File: src/rtl/uart_tx_fifo.sv
// uart_tx_fifo
//   UART transmitter with an integrated TX FIFO. Words written on the valid/ready
//   port are buffered and sent back-to-back on the serial line. Each frame is one
//   start bit, DATA_BITS data bits (LSB first), an optional parity bit and
//   STOP_BITS stop bits. Every bit lasts CLK_DIV clocks.
//
//   state    | meaning
//   ---------+-------------------------------------------------------------
//   ST_IDLE  | line high; pop the FIFO head as soon as the FIFO is non-empty
//   ST_START | start bit (low)
//   ST_DATA  | data bits, LSB first; bit_idx selects the bit
//   ST_PARITY| parity bit; this state is never entered when PARITY = 0
//   ST_STOP  | stop bit(s), high; the last cycle may pop and restart directly
//
// Ports
//   i_clk         system clock
//   i_rst         synchronous active-high reset
//   i_data        word to transmit, sampled only on an accepted write
//   i_valid       i_data valid
//   o_ready       FIFO can accept a word (not full)
//   o_uart_tx     serial line, idle high, driven from a flop
//   o_busy        frame in progress or FIFO non-empty (registered)
//   o_fifo_count  number of words held in the FIFO
module uart_tx_fifo #(
  parameter int CLK_DIV    = 434,
  parameter int DATA_BITS  = 8,
  parameter int PARITY     = 0,
  parameter int STOP_BITS  = 1,
  parameter int FIFO_DEPTH = 16
) (
  input  logic                          i_clk,
  input  logic                          i_rst,
  input  logic [DATA_BITS-1:0]          i_data,
  input  logic                          i_valid,
  output logic                          o_ready,
  output logic                          o_uart_tx,
  output logic                          o_busy,
  output logic [$clog2(FIFO_DEPTH):0]   o_fifo_count
);

  localparam int AW = $clog2(FIFO_DEPTH);
  localparam int CW = $clog2(CLK_DIV);
  localparam int BW = $clog2(DATA_BITS);
  localparam logic [CW-1:0] BAUD_LAST = CW'(CLK_DIV - 1);
  localparam logic [BW-1:0] DATA_LAST = BW'(DATA_BITS - 1);
  localparam logic [BW-1:0] STOP_LAST = BW'(STOP_BITS - 1);
  localparam logic [AW:0]   FULL      = (AW + 1)'(FIFO_DEPTH);

  typedef enum logic [2:0] {
    ST_IDLE, ST_START, ST_DATA, ST_PARITY, ST_STOP
  } state_t;

  logic [DATA_BITS-1:0] mem [FIFO_DEPTH];
  logic [AW-1:0]        wr_ptr, rd_ptr;
  logic [AW:0]          count, count_n;
  logic                 push, pop;

  state_t               state, state_n;
  logic [CW-1:0]        baud_cnt;
  logic [BW-1:0]        bit_idx;
  logic [DATA_BITS-1:0] shift_reg;
  logic                 par_bit;
  logic                 baud_last;
  logic                 tx_n, busy_n;

  assign o_ready      = (count != FULL);
  assign o_fifo_count = count;
  assign baud_last    = (baud_cnt == BAUD_LAST);

  // A write is judged against the pre-edge count, so a full FIFO refuses it
  // even when a pop happens in the same cycle.
  assign push = i_valid && o_ready;

  // Pop while idle, or on the final stop-bit cycle so the next start bit
  // follows without an idle gap.
  assign pop = (count != '0) &&
               ((state == ST_IDLE) ||
                ((state == ST_STOP) && baud_last && (bit_idx == STOP_LAST)));

  always_comb begin
    count_n = count;
    case ({push, pop})
      2'b10:   count_n = count + (AW + 1)'(1);
      2'b01:   count_n = count - (AW + 1)'(1);
      default: count_n = count;
    endcase
  end

  always_ff @(posedge i_clk) begin
    if (i_rst) begin
      wr_ptr <= '0;
      rd_ptr <= '0;
      count  <= '0;
    end else begin
      if (push) wr_ptr <= wr_ptr + AW'(1);
      if (pop)  rd_ptr <= rd_ptr + AW'(1);
      count <= count_n;
    end
  end

  always_ff @(posedge i_clk) begin
    if (!i_rst && push) mem[wr_ptr] <= i_data;
  end

  // State register
  always_ff @(posedge i_clk) begin
    if (i_rst) state <= ST_IDLE;
    else       state <= state_n;
  end

  // Next-state logic
  always_comb begin
    state_n = state;
    case (state)
      ST_IDLE:   if (pop) state_n = ST_START;
      ST_START:  if (baud_last) state_n = ST_DATA;
      ST_DATA:   if (baud_last && (bit_idx == DATA_LAST))
                   state_n = (PARITY != 0) ? ST_PARITY : ST_STOP;
      ST_PARITY: if (baud_last) state_n = ST_STOP;
      ST_STOP:   if (baud_last && (bit_idx == STOP_LAST))
                   state_n = pop ? ST_START : ST_IDLE;
      default:   state_n = ST_IDLE;
    endcase
  end

  // Output logic, registered below so the line never glitches
  always_comb begin
    tx_n = 1'b1;
    case (state)
      ST_START:  tx_n = 1'b0;
      ST_DATA:   tx_n = shift_reg[0];
      ST_PARITY: tx_n = par_bit;
      default:   tx_n = 1'b1;
    endcase
    busy_n = (state_n != ST_IDLE) || (count_n != '0);
  end

  always_ff @(posedge i_clk) begin
    if (i_rst) begin
      o_uart_tx <= 1'b1;
      o_busy    <= 1'b0;
      baud_cnt  <= '0;
      bit_idx   <= '0;
      shift_reg <= '0;
      par_bit   <= 1'b0;
    end else begin
      o_uart_tx <= tx_n;
      o_busy    <= busy_n;

      if ((state == ST_IDLE) || baud_last) baud_cnt <= '0;
      else                                 baud_cnt <= baud_cnt + CW'(1);

      // bit_idx counts data bits in ST_DATA and stop bits in ST_STOP
      if (state_n != state)
        bit_idx <= '0;
      else if (baud_last && ((state == ST_DATA) || (state == ST_STOP)))
        bit_idx <= bit_idx + BW'(1);

      // Parity is taken from the whole word at load time, before shifting
      if (pop) begin
        shift_reg <= mem[rd_ptr];
        par_bit   <= (PARITY == 1) ? ~^mem[rd_ptr] : ^mem[rd_ptr];
      end else if ((state == ST_DATA) && baud_last) begin
        shift_reg <= shift_reg >> 1;
      end
    end
  end

endmodule
File: config.mk
export PLATFORM = sky130hd
export DESIGN_NAME = uart_tx_fifo
export DESIGN_NICKNAME = d
export VERILOG_FILES = /design/src/rtl/uart_tx_fifo.sv
export SDC_FILE = /design/constraint.sdc
export NUM_CORES = 1
export LEC_CHECK = 0
export ABC_AREA = 0
export CAP_MARGIN = 15
export CORE_ASPECT_RATIO = 0.9
export CORE_MARGIN = 8
export CORE_UTILIZATION = 30
export DETAILED_ROUTE_END_ITERATION = 10
export GPL_TIMING_DRIVEN = 0
export SLEW_MARGIN = 20
export SYNTH_ARGS = -nofsm -noshare
export SYNTH_HDL_FRONTEND = slang
export SYNTH_SLANG_ARGS = --single-unit
File: constraint.sdc
create_clock -name i_clk -period 3.4 [get_ports i_clk]
set_input_delay 0.85 -clock i_clk [delete_from_list [all_inputs] [get_ports i_clk]]
set_output_delay 0.85 -clock i_clk [all_outputs]
set_load 0.02 [all_outputs]
==> flow_metrics.tcl <==
set metrics [dict create \
    synth_area_sq_um 7020 \
    hold_violations 0 \
    final-seq-area_sq_um 4710 \
    diodes 0 \
    final_cell_count_no_fill 809 \
    slowest_delay_ps 450 \
    crit_family "buffers and inverters" \
    placed_cells 772 \
    critPathMaxFanout 9 \
    grt_setup_unrepaired "false" \
    finalWeightedCongestion 0.791 \
    peakVddDrop_mv 0.397 \
    synth_xor_area_share_pct 3.37 \
    clkLatencyLatePin_ps 430 \
    synth_top_family_by_area "multiplexers" \
    synth_edf_count 128 \
    start_util_pct 30.3 \
    p_per_area_nw_per_um2 701 \
    dp_slack_ps -279 \
    status "complete, no violations" \
    ys_warn_count 0 \
    die_w_um 177 \
    critPathSlowestCell "clkdlybuf4s50_1" \
    detail-route-antenna-nets 0 \
    synth.avg_cell_area_sq_um 15.5 \
    layout-drive-gt1-share_pct 16.8 \
    wl_mm 14.1 \
    crit_path_end_kind "register" \
    synthDistinctLibCells 42 \
    finClkSkew_ps 10.9 \
    synth_ff_type "edfxtp_1" \
    cts_hold_buf 0 \
    path_buf_inv 3 \
    critPathArrivalTime_ps 3530 \
    hold_depth 1 \
    whs_ps 453 \
    finalCriticalPeriod_ps 3250 \
    largest_reg_flops 128 \
    antenna_found_initial 0 \
    synth_top_cell_by_area "edfxtp_1" \
    ys_ff_latch 171 \
    clock_sinks 171 \
    cts_buffers 17 \
    clkSlewWorstSetupHoldPaths_ps 70 \
    hp-class "register to register" \
    reg2reg_depth 16 \
    async_flop_share_pct 0 \
    io_buffers 18 \
    wl_per_cell_um 17.5 \
    p_leak_nw 2.65 \
    worstSetupPathType "primary input to register" \
    fillers 2185 \
    dr.pass1.iters 4 \
    drv_slew 0 \
    hpwl_mm 9.38 \
    multi_input_area_sq_um 2200 \
    grt_pass1_vias 3898 \
    crit_chain "clkdlybuf4s50_1 > and2_1 > clkbuf_1 > inv_1 > ha_4 > fa_1 > a21o_1 > a21oi_1 > xor2_1 > nor2_1 > xnor2_1 > a41oi_2" \
    slew_headroom_pct 42.6 \
    netlist_top_cells_area "edfxtp_1 (55%), dfxtp_1 (12%), mux4_2 (8.7%)" \
    overflow 0 \
    max_freq_mhz 308 \
    routed_via_density 4.78 \
    die_h_um 161 \
    cts_max_level 4 \
    synth-seq-area-share_pct 67.0 \
    fp.coreArea_sq_um 23100 \
    tightest_slew_ps 858 \
    critical_path_cell_count 12 \
    fin_ws_ps 150 \
    route.vias.total 3863 \
    period_share_pct 95.6 \
    synth_fa_ha_area_share_pct 2.78 \
    synth-simple-area-share_pct 8.23 \
    synth_top_area_share_pct 54.7 \
    synth_compound_area_share_pct 4.31 \
    ios 19 \
    cts_buffer_depth 2 \
    grt_pass1_wl_mm 21.9 \
    syn_inst 452 \
    cp-start-kind "primary input" \
    area_growth_pct 17.6 \
    fp.dieArea_sq_um 28600 \
    drc 0 \
    syn_nets 478 \
    num_rows 53 \
    critPathRequiredTime_ps 3680 \
    cts_tree "done" \
    cts_root_buf "clkbuf_16" \
    setup_viol 0 \
    nets 520 \
    grt_max_degree 20 \
    synthMuxAreaShare_pct 12.0 \
    drtIter0Drc 282 \
    cap_viol_max_count 0 \
    grt_usage_pct 10.1 \
]
==> placed cells by master, fill, tap and decap left out, types with 10 or more instances in the layout <==
| master | Yosys | routed |
|---|---|---|
| a21oi_1 | 11 | 10 |
| a22oi_1 | 17 | 17 |
| mux2i_1 | 10 | 10 |
| xnor2_1 | 18 | 18 |
| dfxtp_1 | 43 | 42 |
| clkdlybuf4s50_1 | 0 | 18 |
| clkbuf_16 | 0 | 17 |
| ha_1 | 14 | 12 |
| edfxtp_1 | 128 | 128 |
| nor2_1 | 66 | 66 |
| mux4_2 | 27 | 27 |
| nand2_1 | 24 | 24 |
==> power breakdown <==
part	leakage [nW]	internal, mW	switching (mW)
clock network	0.289	0.993	0.918
registers	1.50	2.36	0.0814
logic	0.856	0.651	0.779
==> synth_stat cells (2+ instances only) <==
master    count
nand2b_1      3
clkbuf_1      7
a211oi_1      9
edfxtp_1    128
a21oi_1      11
mux4_1        5
nor2_1       66
and2_1        2
a22oi_1      17
or3_1         2
buf_6         4
dfxtp_1      43
nand3b_1      3
inv_1         8
nor3b_1       2
o21ai_0       3
mux4_2       27
nor2b_1       2
buf_2         4
xnor2_1      18
buf_1         4
nand4_1       2
ha_1         14
mux2i_1      10
nand3_1       4
nor3_1        5
xor2_1        9
a21o_1        3
nand2_1      24
==> kinds of logic (layout without fill, tap and decap cells) <==
group / after synthesis / after routing
and+or+nand+nor: 123 / 123
xor gates and xnor gates: 27 / 27
DFF: 171 / 171
buffers and inverters: 29 / 84
AOI/OAI and AO/OA: 45 / 45
muxes: 42 / 42
adders and majority gates: 15 / 15
==> cell type report <==
type	count	area share, %
Inverter	9	0.500
Clock inverter	14	1.97
Multi-Input combinational cell	252	26.6
Buffer	20	1.53
Tap cell	302	4.58
Clock buffer	18	5.20
Sequential cell	171	57.0
Timing Repair Buffer	23	2.64
==> per-layer routing <==
| layer | routed length [um] | GRT usage, % |
|---|---|---|
| met3 | 771 | 2.22 |
| met5 | 0 | 0 |
| met2 | 6510 | 15.5 |
| met1 | 6590 | 13.7 |
| met4 | 267 | 3.52 |
==> worst paths after layout <==
kind         slack (ps)         from           to
max                 150      i_valid       o_busy
min                 450  baud_cnt[0]  baud_cnt[0]
max reg2reg         160  baud_cnt[1]       o_busy
min reg2reg         450  baud_cnt[0]  baud_cnt[0]
==> through the flow <==
stage | util, % | TNS (ps) | cell area (sq um) | power (mW)
finish | 35.7 | 0 | 8260 | 5.79
global route | 35.7 | 0 | 8260 | 6.05
CTS | 35.4 | 0 | 8190 | 5.77
detailed placement | 32.8 | -467 | 7580 | 3.86
global placement | 32.8 | -265 | 7580 | 3.82
floorplan | - | 0 | 7020 | 3.48
==> what timing repair did <==
action | in CTS | in global routing
buffers inserted | 0 | 5
resized for setup | 3 | 6
endpoints found under the setup margin | 3 | 3
endpoints found under the hold margin | 0 | 0
pin swaps | 0 | 5
Power figures use the tool's default switching activity.
